[config.mk]
export PLATFORM = sky130hd
export DESIGN_NAME = dottori_scandoubler
export DESIGN_NICKNAME = d
export VERILOG_FILES = /design/src/rtl/dottori_scandoubler_pkg.sv /design/src/rtl/dottori_linebuf.sv /design/src/rtl/dottori_scandoubler.sv
export SDC_FILE = /design/constraint.sdc
export NUM_CORES = 2
export LEC_CHECK = 0
export ABC_AREA = 1
export ABC_CLOCK_PERIOD_IN_PS = 4000
export CORE_MARGIN = 2
export CORE_UTILIZATION = 55
export DETAILED_ROUTE_END_ITERATION = 10
export GPL_TIMING_DRIVEN = 1
export PLACE_DENSITY = 0.71
export REMOVE_ABC_BUFFERS = 1
export SYNTH_ARGS = -nofsm -noshare
export SYNTH_HDL_FRONTEND = slang
export SYNTH_SLANG_ARGS = --single-unit
[constraint.sdc]
create_clock -name CLK_8M -period 4 [get_ports CLK_8M]
set_input_delay 0.8 -clock CLK_8M [delete_from_list [all_inputs] [get_ports CLK_8M]]
set_output_delay 0.8 -clock CLK_8M [all_outputs]
set_load 0.01 [all_outputs]
[src/rtl/dottori_scandoubler_pkg.sv]
// Shared constants and types for the dottori scandoubler: buffer word layout,
// pass FSM encodings and the registered video bundle.
package dottori_scandoubler_pkg;

  localparam int unsigned AW_DEF           = 8;
  localparam int unsigned BW_DEF           = 4;
  localparam int unsigned DOTTORI_LINE_LEN = 256;

  localparam int unsigned BF_R  = 0;
  localparam int unsigned BF_G  = 1;
  localparam int unsigned BF_B  = 2;
  localparam int unsigned BF_HB = 3;

  localparam logic [1:0] ST_IDLE  = 2'd0;
  localparam logic [1:0] ST_PASS0 = 2'd1;
  localparam logic [1:0] ST_PASS1 = 2'd2;

  typedef struct packed {
    logic ce;
    logic hs;
    logic vs;
    logic hb;
    logic vb;
    logic b;
    logic g;
    logic r;
  } vid_t;

  // Colour is forced dark whenever either blanking flag is set.
  function automatic vid_t blank_vid(input vid_t v);
    vid_t o;
    o = v;
    if (v.hb || v.vb) begin
      o.r = 1'b0;
      o.g = 1'b0;
      o.b = 1'b0;
    end
    return o;
  endfunction

endpackage

[src/rtl/dottori_linebuf.sv]
// Ping-pong line store: simple dual-port RAM holding two lines, registered read.
module dottori_linebuf #(
  parameter int unsigned AW = 8,
  parameter int unsigned BW = 4
) (
  input  logic          clk_i,
  input  logic          we_i,
  input  logic [AW:0]   waddr_i,
  input  logic [BW-1:0] wdata_i,
  input  logic [AW:0]   raddr_i,
  output logic [BW-1:0] rdata_o
);

  localparam int unsigned DEPTH = 2 ** (AW + 1);

  logic [BW-1:0] mem_q [DEPTH];

  always_ff @(posedge clk_i) begin
    if (we_i) begin
      mem_q[waddr_i] <= wdata_i;
    end
    rdata_o <= mem_q[raddr_i];
  end

endmodule

[src/rtl/dottori_scandoubler.sv]
// Line doubler behind the dottori video core: captures each 15 kHz line into a
// ping-pong buffer and replays the previous line twice at the 8 MHz clock.
module dottori_scandoubler
  import dottori_scandoubler_pkg::*;
#(
  parameter int unsigned AW = AW_DEF,
  parameter int unsigned BW = BW_DEF
) (
  input  logic CLK_8M,
  input  logic nRESET,
  input  logic CE_PIX,
  input  logic RED_IN,
  input  logic GREEN_IN,
  input  logic BLUE_IN,
  input  logic H_SYNC_IN,
  input  logic V_SYNC_IN,
  input  logic H_BLANK_IN,
  input  logic V_BLANK_IN,
  input  logic SD_EN,
  output logic RED,
  output logic GREEN,
  output logic BLUE,
  output logic H_SYNC,
  output logic V_SYNC,
  output logic H_BLANK,
  output logic V_BLANK,
  output logic CE_PIX_OUT
);

  localparam logic [AW-1:0] X_MAX = '1;

  logic          wsel_q, wsel_d;
  logic [AW-1:0] wx_q, wx_d;
  logic          seen_q, seen_d;
  logic          hs_prev_q, hs_prev_d;
  logic [AW-1:0] hs_cnt_q, hs_cnt_d;
  logic [AW-1:0] line_len_q, line_len_d;
  logic [AW-1:0] hs_len_q, hs_len_d;
  logic          vs_l_q, vs_l_d;
  logic          vb_l_q, vb_l_d;
  logic          mode_q, mode_d;
  logic          out_active_q, out_active_d;
  logic          line_edge_c;
  logic [AW:0]   wr_addr_c;
  logic [AW:0]   rd_addr_c;
  logic [BW-1:0] wr_data_c;
  logic [BW-1:0] rd_word_c;

  logic [1:0]    state_q, state_d;
  logic [AW-1:0] rx_q, rx_d;
  logic          last_c;

  vid_t          in_c;
  vid_t          pt_q;
  vid_t          dbl_c;
  vid_t          out_q, out_d;

  assign line_edge_c = CE_PIX && H_SYNC_IN && !hs_prev_q;
  assign wr_data_c   = BW'({H_BLANK_IN, BLUE_IN, GREEN_IN, RED_IN});

  // Input capture: the edge pixel opens the new buffer at entry 0.
  always_comb begin
    wsel_d       = wsel_q;
    wx_d         = wx_q;
    seen_d       = seen_q;
    hs_prev_d    = hs_prev_q;
    hs_cnt_d     = hs_cnt_q;
    line_len_d   = line_len_q;
    hs_len_d     = hs_len_q;
    vs_l_d       = vs_l_q;
    vb_l_d       = vb_l_q;
    mode_d       = mode_q;
    out_active_d = out_active_q;
    wr_addr_c    = {wsel_q, wx_q};
    if (CE_PIX) begin
      hs_prev_d = H_SYNC_IN;
      if (line_edge_c) begin
        wsel_d       = ~wsel_q;
        wx_d         = AW'(1);
        seen_d       = 1'b1;
        line_len_d   = wx_q;
        hs_len_d     = hs_cnt_q;
        hs_cnt_d     = AW'(1);
        vs_l_d       = V_SYNC_IN;
        vb_l_d       = V_BLANK_IN;
        mode_d       = SD_EN;
        out_active_d = (wx_q != '0);
        wr_addr_c    = {~wsel_q, AW'(0)};
      end else begin
        // Before the first edge the partial line is never counted.
        if (seen_q && (wx_q != X_MAX)) begin
          wx_d = wx_q + AW'(1);
        end
        if (H_SYNC_IN && (hs_cnt_q != X_MAX)) begin
          hs_cnt_d = hs_cnt_q + AW'(1);
        end
      end
    end
  end

  // Replay FSM: two passes over the finished line; any edge restarts pass 0.
  always_comb begin
    state_d = state_q;
    rx_d    = rx_q;
    last_c  = (rx_q == (line_len_q - AW'(1)));
    if (line_edge_c) begin
      rx_d    = '0;
      state_d = (wx_q != '0) ? ST_PASS0 : ST_IDLE;
    end else begin
      case (state_q)
        ST_PASS0: begin
          if (last_c) begin
            state_d = ST_PASS1;
            rx_d    = '0;
          end else begin
            rx_d = rx_q + AW'(1);
          end
        end
        ST_PASS1: begin
          if (last_c) begin
            state_d = ST_IDLE;
            rx_d    = '0;
          end else begin
            rx_d = rx_q + AW'(1);
          end
        end
        default: begin
          state_d = ST_IDLE;
          rx_d    = '0;
        end
      endcase
    end
  end

  // Read ahead on next-state values so pixel 0 leaves two clocks after the edge.
  assign rd_addr_c = {~wsel_d, rx_d};

  dottori_linebuf #(
    .AW (AW),
    .BW (BW)
  ) u_linebuf (
    .clk_i   (CLK_8M),
    .we_i    (CE_PIX),
    .waddr_i (wr_addr_c),
    .wdata_i (wr_data_c),
    .raddr_i (rd_addr_c),
    .rdata_o (rd_word_c)
  );

  always_comb begin
    in_c    = '0;
    in_c.ce = CE_PIX;
    in_c.hs = H_SYNC_IN;
    in_c.vs = V_SYNC_IN;
    in_c.hb = H_BLANK_IN;
    in_c.vb = V_BLANK_IN;
    in_c.b  = BLUE_IN;
    in_c.g  = GREEN_IN;
    in_c.r  = RED_IN;
  end

  // Doubled stream assembly; idle or inactive time is shown as blank.
  always_comb begin
    dbl_c    = '0;
    dbl_c.ce = 1'b1;
    dbl_c.vs = vs_l_q;
    dbl_c.vb = vb_l_q;
    dbl_c.hb = 1'b1;
    if (out_active_q && (state_q != ST_IDLE)) begin
      dbl_c.hs = (rx_q < hs_len_q);
      dbl_c.hb = rd_word_c[BF_HB];
      dbl_c.b  = rd_word_c[BF_B];
      dbl_c.g  = rd_word_c[BF_G];
      dbl_c.r  = rd_word_c[BF_R];
    end
    out_d = blank_vid(mode_q ? dbl_c : pt_q);
  end

  always_ff @(posedge CLK_8M) begin
    if (!nRESET) begin
      wsel_q       <= 1'b0;
      wx_q         <= '0;
      seen_q       <= 1'b0;
      hs_prev_q    <= 1'b0;
      hs_cnt_q     <= '0;
      line_len_q   <= '0;
      hs_len_q     <= '0;
      vs_l_q       <= 1'b0;
      vb_l_q       <= 1'b0;
      mode_q       <= 1'b0;
      out_active_q <= 1'b0;
      state_q      <= ST_IDLE;
      rx_q         <= '0;
      pt_q         <= '0;
      out_q        <= '0;
    end else begin
      wsel_q       <= wsel_d;
      wx_q         <= wx_d;
      seen_q       <= seen_d;
      hs_prev_q    <= hs_prev_d;
      hs_cnt_q     <= hs_cnt_d;
      line_len_q   <= line_len_d;
      hs_len_q     <= hs_len_d;
      vs_l_q       <= vs_l_d;
      vb_l_q       <= vb_l_d;
      mode_q       <= mode_d;
      out_active_q <= out_active_d;
      state_q      <= state_d;
      rx_q         <= rx_d;
      pt_q         <= in_c;
      out_q        <= out_d;
    end
  end

  assign RED        = out_q.r;
  assign GREEN      = out_q.g;
  assign BLUE       = out_q.b;
  assign H_SYNC     = out_q.hs;
  assign V_SYNC     = out_q.vs;
  assign H_BLANK    = out_q.hb;
  assign V_BLANK    = out_q.vb;
  assign CE_PIX_OUT = out_q.ce;

endmodule

Word level (Yosys, flattened, before mapping):

Memory sizes are Yosys's and may differ from the RTL's. A register that Yosys moved wholly into a read port is not among the register bits.
Cells that the tools add are included.

* add/sub/neg operators: 4
* $lt $le $gt $ge: 1
* equal/unequal tests: 7
* muxes and demuxes: 22
* bitwise gates (word level): 3
* reductions and logical operators: 17

Operators by type and width (number)
* 8-bit 2-to-1 mux: 8
* 8-bit by 1-bit adder with 8-bit output, second input constant: 3
* 9-bit 2-to-1 mux: 2
* 8-bit inequality test, second input constant: 2
* 8-bit equality test: 1
* 8-bit < comparator: 1
* 2-bit AND reduction: 4
* 8-bit nonzero test: 1
* 8-bit by 1-bit subtractor with 8-bit output, second input constant: 1
* 1-bit 2-to-1 mux: 7
* 2-bit 2-to-1 mux: 3
* 3-bit inequality test, second input constant: 2
* 2-bit nonzero test: 3
* 1-bit logical AND: 5
* 2-bit case mux with 2 select lines: 1
* 2-bit OR reduction: 2
* 3-bit 2-to-1 mux: 1
* 1-bit NOT: 3
* 2-bit by 1-bit equality test with 1-bit output, second input constant: 1
* 2-bit equality test, second input constant: 1
* 1-bit zero test: 1
* 1-bit logical OR: 1

* register bits after elaboration: 65
* bits in writable memories: 2048
* bits of input ports: 11
* logic and storage cells: 84
* memories kept: 1

Memory list
* u_linebuf.mem_q: words 512, width 4, read ports 1, clocked after Yosys merged registers in 1, wr ports 1, RTL line dottori_linebuf.sv:16 `logic [BW-1:0] mem_q [DEPTH];`

Depth between registers and ports, before layout:

* depth after elaboration: 6
* depth in mapped cells: 26

Cells and area by module:

Synthesis repeated with hierarchy kept, for this count alone.

* cells, all modules: 7721
* area, all modules: 87515.2 µm²

By module, submodules not included
* dottori_linebuf: instances 1, cells each 7292, area an instance 84403.4 µm², seq. area each 61579.1 µm²
* dottori_scandoubler: instances 1, cells each 429, area an instance 3111.7 µm², seq. area each 1301.2 µm²

Worst setup path before layout:

Ideal clock, no wire load.

* path type: input port to flip-flop
* from: input CE_PIX
* to: memory u_linebuf.mem_q[100][0], enable pin
* setup time: 0.330 ns
* arrival: 2.724 ns
* required time: 3.670 ns
* slack: 0.946 ns
* stages: 10
* path buffers: 5
* cells stage by stage: nand2_1 nor2_1 inv_2 buf_2 clkbuf_1 clkbuf_1 clkbuf_1 nand3_1 clkbuf_1 nor2_1

* word-level cells in the longest chain between the ends: 4

RTL lines
* start, declared: RTL line dottori_scandoubler.sv:11 `input logic CE_PIX,`
* 1-bit logical AND (2 in a row): RTL line dottori_scandoubler.sv:58 `assign line_edge_c = CE_PIX && H_SYNC_IN && !hs_prev_q;`
* 9-bit 2-to-1 mux: RTL line dottori_scandoubler.sv:77 `if (line_edge_c) begin`
* 9-bit 2-to-1 mux: RTL line dottori_scandoubler.sv:75 `if (CE_PIX) begin`
* end, declared: RTL line dottori_linebuf.sv:16

Several ways; a longest one is shown, not always the timed one.

Worst setup path in the final report:

* from: register line_len_q[0]
* to: register u_linebuf.rdata_o[1], read port of u_linebuf.mem_q

* word-level cells in the longest chain between the ends: 5

RTL lines
* start, declared: RTL line dottori_scandoubler.sv:37 `logic [AW-1:0] line_len_q, line_len_d;`
* start signal, assigned: RTL line dottori_scandoubler.sv:202 `line_len_q <= line_len_d;`
* 8-bit by 1-bit subtractor with 8-bit output: RTL line dottori_scandoubler.sv:105 `last_c = (rx_q == (line_len_q - AW'(1)));`
* 8-bit equality test: RTL line dottori_scandoubler.sv:105
* 8-bit 2-to-1 mux: RTL line dottori_scandoubler.sv:112, dottori_scandoubler.sv:120
* 8-bit 2-to-1 mux
* 8-bit 2-to-1 mux: RTL line dottori_scandoubler.sv:106 `if (line_edge_c) begin`
* end, declared: RTL line dottori_linebuf.sv:11 `output logic [BW-1:0] rdata_o`

Every way passes these cells.
A chain may end at the register's enable or synchronous reset.

==> impl_results.md <==
- Worst-path fanout max: 18
- Starting density of the core: a little under three fifths
- Worst reg2reg path depth: 22
- Synth warn: 0
- Final Cell Area: between 0.1 and 0.15 mm^2
- Drc violations: 0
- Final period util: ~97%
- Root Buffer: clkbuf_16
- CP required: between 4 and 5 ns
- CP startpoint kind: flip-flop
- Worst path slowest cell: dfxtp_2
- Max-Slew Margin vs Limit: about two fifths
- Final min period: roughly 3.9 ns
- Final setup viols: 0
- Post-synth cell types: 39
- Cell-internal power: ~36 mW
- Layout area overhead: 14.6%
- Max Root-Sink Buffers: 3
- Die area: approximately 0.17 mm^2
- Final ANT Viol Nets: 0
- #FFs+latches synth: 2,117
- Port bufs: 18
- FFs w/ async S/R, synth: 0%
- Worst EP arrival: 4.64 ns
- Cell repeated most along the worst path: nand3_1
- TritonCTS clock tree: done
- Highest Clock Rate: ~0.26 GHz
- Share of layout cells above drive strength 1: 10.8%
- Sequential Area: about 0.063 mm^2
- Vias per Instance: approximately 6.5
- Worst vdd ir: about 0.49 mV
- Kind of critical path: flip-flop to flip-flop
- Final Max Tran Viols: 0
- Num rows: 148
- Syn Inst Count: 7,840
- GP Congestion: 0.922
- Kind of end point of the critical path: flip-flop
- Worst slew pin tran: a little over 0.9 ns
- Final Hold Viols: 0
- Post-DP HPWL: about 150 mm
- Multi-input combinational cell area: 0.0238 mm^2
- Final WL: around 260 mm
- Io pins: 19
- Drt wl/cell: 25.3 um
- Clock power frac: a little over two fifths
- Vias in the first global route: 63,300
- H-tree depth: 4
- Sequential area share after synthesis: approximately 70%
- Top_reg_cell synth: edfxtp_1
- Met3 usage in global routing: under 10%
- Post-Syn Area: 0.0898 mm^2
- Post-synth EDFFs: between 2,000 and 2,500
- Reg2reg end: u_linebuf.rdata_o[1]$_DFF_P_
- Sw frac: 21.4%
- CP max stage delay: 0.37 ns
- Number of antenna violations at the first check in global routing: 3
- Clock sinks: ~2,100
- Worst hold path type: primary input to flip-flop
- P_sw: ~10 mW
- CP Cell Sequence: inv_2 -> ha_1 -> xor2_1 -> nand3_1 -> nor2_1 -> nand2_1 -> nor2_4 -> nand2_8 -> nand4_1 -> buf_4 -> buf_16 -> buf_4 -> clkbuf_16 -> nand3_1 -> nand3_1 -> nand3_1 -> nand3_1 -> nand3_1 -> nand3_1 -> nand3_1 -> nand3_1 -> nand2_1
- Core Region: approximately 0.16 mm^2
- Clock Pin Slew Worst Setup and Hold Paths: approximately 0.060 ns
- Sequential Power Share: a little over half
- Global-route wire length before repair: 386 mm
- Post-synth top area share: between 60% and 70%
- Most Used Layer, Global Route: met2
- Fill cells: ~12,000
- Largest net degree at the start of global routing: 124
- Syn Area/Cell: between 10 and 15 um^2
- M1 GR Usage: 41.6%
- Util after Layout: between 60% and 70%
- Leak: ~35 nW
- GRT overflow: 0
- R2R Setup Slk: about 0.11 ns
- Gr usage total: between 30% and 40%
- Die Ht: 408 um
- Hold endpoint: u_linebuf.mem_q[344][3]$_DFFE_PP_
- Synth top area cells: edfxtp_1 (69%), nand3_1 (14%), nand2_1 (4.8%)
- Post-synth top area cell: edfxtp_1
- Via count: around 66,000
- Reg-to-reg critical path startpoint: line_len_q[0]$_SDFFE_PN0P_
- Max cap viols: 0
- Drt first pass iters: 9
- Clk_lat worst skew: 0.87 ns
- Pwr per Cell Area: between 400 and 500 mW/mm^2
- Initial DRC Count: 10,300
- Nets@finish: a little under 8,000
- Worst hold start: H_BLANK_IN
- M2 GR Usage: between 40% and 50%
- Gate power share: about 3.5%
- Hold depth: 1
- Placed inst area: approximately 0.096 mm^2
- Clock buffer count from CTS: 210
- Post-Route Skew: approximately 0.069 ns
- Outcome: complete, no violations
- Die width: roughly 410 um
## logic make-up after synthesis
logic type | count (synthesis) | synth area share, %
buffers and inverters | 785 | 3.83
and+or+nand+nor | 4830 | 25.3
adders and majority gates | 15 | 0.209
DFF | 2117 | 70.1
xor gates and xnor gates | 9 | 0.0878
AOI/OAI and AO/OA | 84 | 0.512
## flip-flops by register name (all words and copies together), names as in the netlist, 2 cells and up
name and cells:
hs_len_q 8, line_len_q 8, state_q 2, rx_q 8, pt_q 8, u_linebuf.rdata_o 4
u_linebuf.mem_q 2048, hs_cnt_q 8, wx_q 8
## routing by layer
| layer | routed length (um) | part of all wire [%] |
|---|---|---|
| met1 | 97700 | 38 |
| met2 | 120000 | 46 |
| met3 | 30400 | 12 |
| met4 | 11000 | 4.3 |
| met5 | 0 | 0 |
## placed cells by master, fill, tap and decap left out, types with 41 or more instances in the layout
master     count
buf_12       163
buf_4        319
clkbuf_1      45
clkbuf_16    218
clkinv_2      41
dfxtp_1       68
edfxtp_1    2048
inv_1         67
nand2_1     1132
nand3_1     2556
nand4_1      512
nor2_1       563
## worst max path at each step
| stage | from | to | slack [ns] | depth (start not counted) |
|---|---|---|---|---|
| 2_1_floorplan | state_q[0]$_SDFFE_PN0P_ | u_linebuf.rdata_o[0]$_DFF_P_ | -93.52 | 15 |
| 5_1_grt | line_len_q[0]$_SDFFE_PN0P_ | u_linebuf.rdata_o[3]$_DFF_P_ | -0.09 | 22 |
| 3_3_place_gp | CE_PIX | u_linebuf.rdata_o[2]$_DFF_P_ | -0.20 | 17 |
| 6_report | line_len_q[0]$_SDFFE_PN0P_ | u_linebuf.rdata_o[1]$_DFF_P_ | 0.11 | 22 |
| 4_1_cts | line_len_q[0]$_SDFFE_PN0P_ | u_linebuf.rdata_o[2]$_DFF_P_ | 0.0007 | 22 |
| 3_5_place_dp | CE_PIX | u_linebuf.rdata_o[2]$_DFF_P_ | -0.27 | 17 |
## area by class of cell
| cell class | instances | share of cell area [%] |
|---|---|---|
| diodes | 6 | 0.0146 |
| inverters | 79 | 0.319 |
| clock inverters | 119 | 1.20 |
| well taps | 2175 | 2.65 |
| flip-flops and latches | 2117 | 61.1 |
| clock buffers | 267 | 5.43 |
| multi-input cells | 4939 | 23.1 |
| repair buffers | 520 | 6.18 |
## Yosys cell counts, types with 3 or more instances
master,n
buf_1,56
edfxtp_1,2048
a21oi_1,32
clkbuf_1,336
o21ai_0,34
inv_1,70
a22oi_1,4
ha_1,15
nand2_1,1145
nand4_1,512
nor3_1,17
o22ai_1,3
nand3_1,2580
buf_6,3
nor3b_1,3
dfxtp_1,69
nor2_1,566
buf_4,33
xor2_1,7
inv_2,8
buf_2,278
## through the flow
stage                     instances  setup TNS, ns  total power [mW]  hold slack [ns]  worst slack (ns)
after global routing          10200         -0.111              46.5            0.325           -0.0897
after detailed placement       9813         -0.721              26.4            0.446            -0.274
after CTS                     10200              0              45.5            0.300          0.000702
final                         10200              0              45.5            0.340             0.113
after floorplan                7134       -6198.85              25.7            0.411            -93.52
after global placement         9813         -0.641              26.3            0.439            -0.201
## critical path, delay by kind of cell, from the launching register on
family	cells	cell delay, ns
XOR/XNOR	1	0.16
adder cells (fa/ha/maj)	1	0.31
buffers and inverters	5	0.86
flip-flops	1	0.37
AND/OR/NAND/NOR	15	2.06
## what timing repair did
action,in CTS,in global routing
setup endpoints to repair,4,4
hold buffers,0,0
resized for setup,7,29
cloned,1,8
pin swaps,1,2
setup buffers,1,8
endpoints found under the hold margin,0,0
## power by group through the flow
stage | sequential [mW] | combinational, mW | clock (mW)
6_report | 24.4 | 1.60 | 19.5
5_1_grt | 24.3 | 1.70 | 20.5
4_1_cts | 24.4 | 1.55 | 19.6
3_5_place_dp | 24.8 | 1.54 | 0
3_3_place_gp | 24.8 | 1.52 | 0
2_1_floorplan | 24.8 | 0.919 | 0
Note: power is estimated with default switching activity, not from simulation.
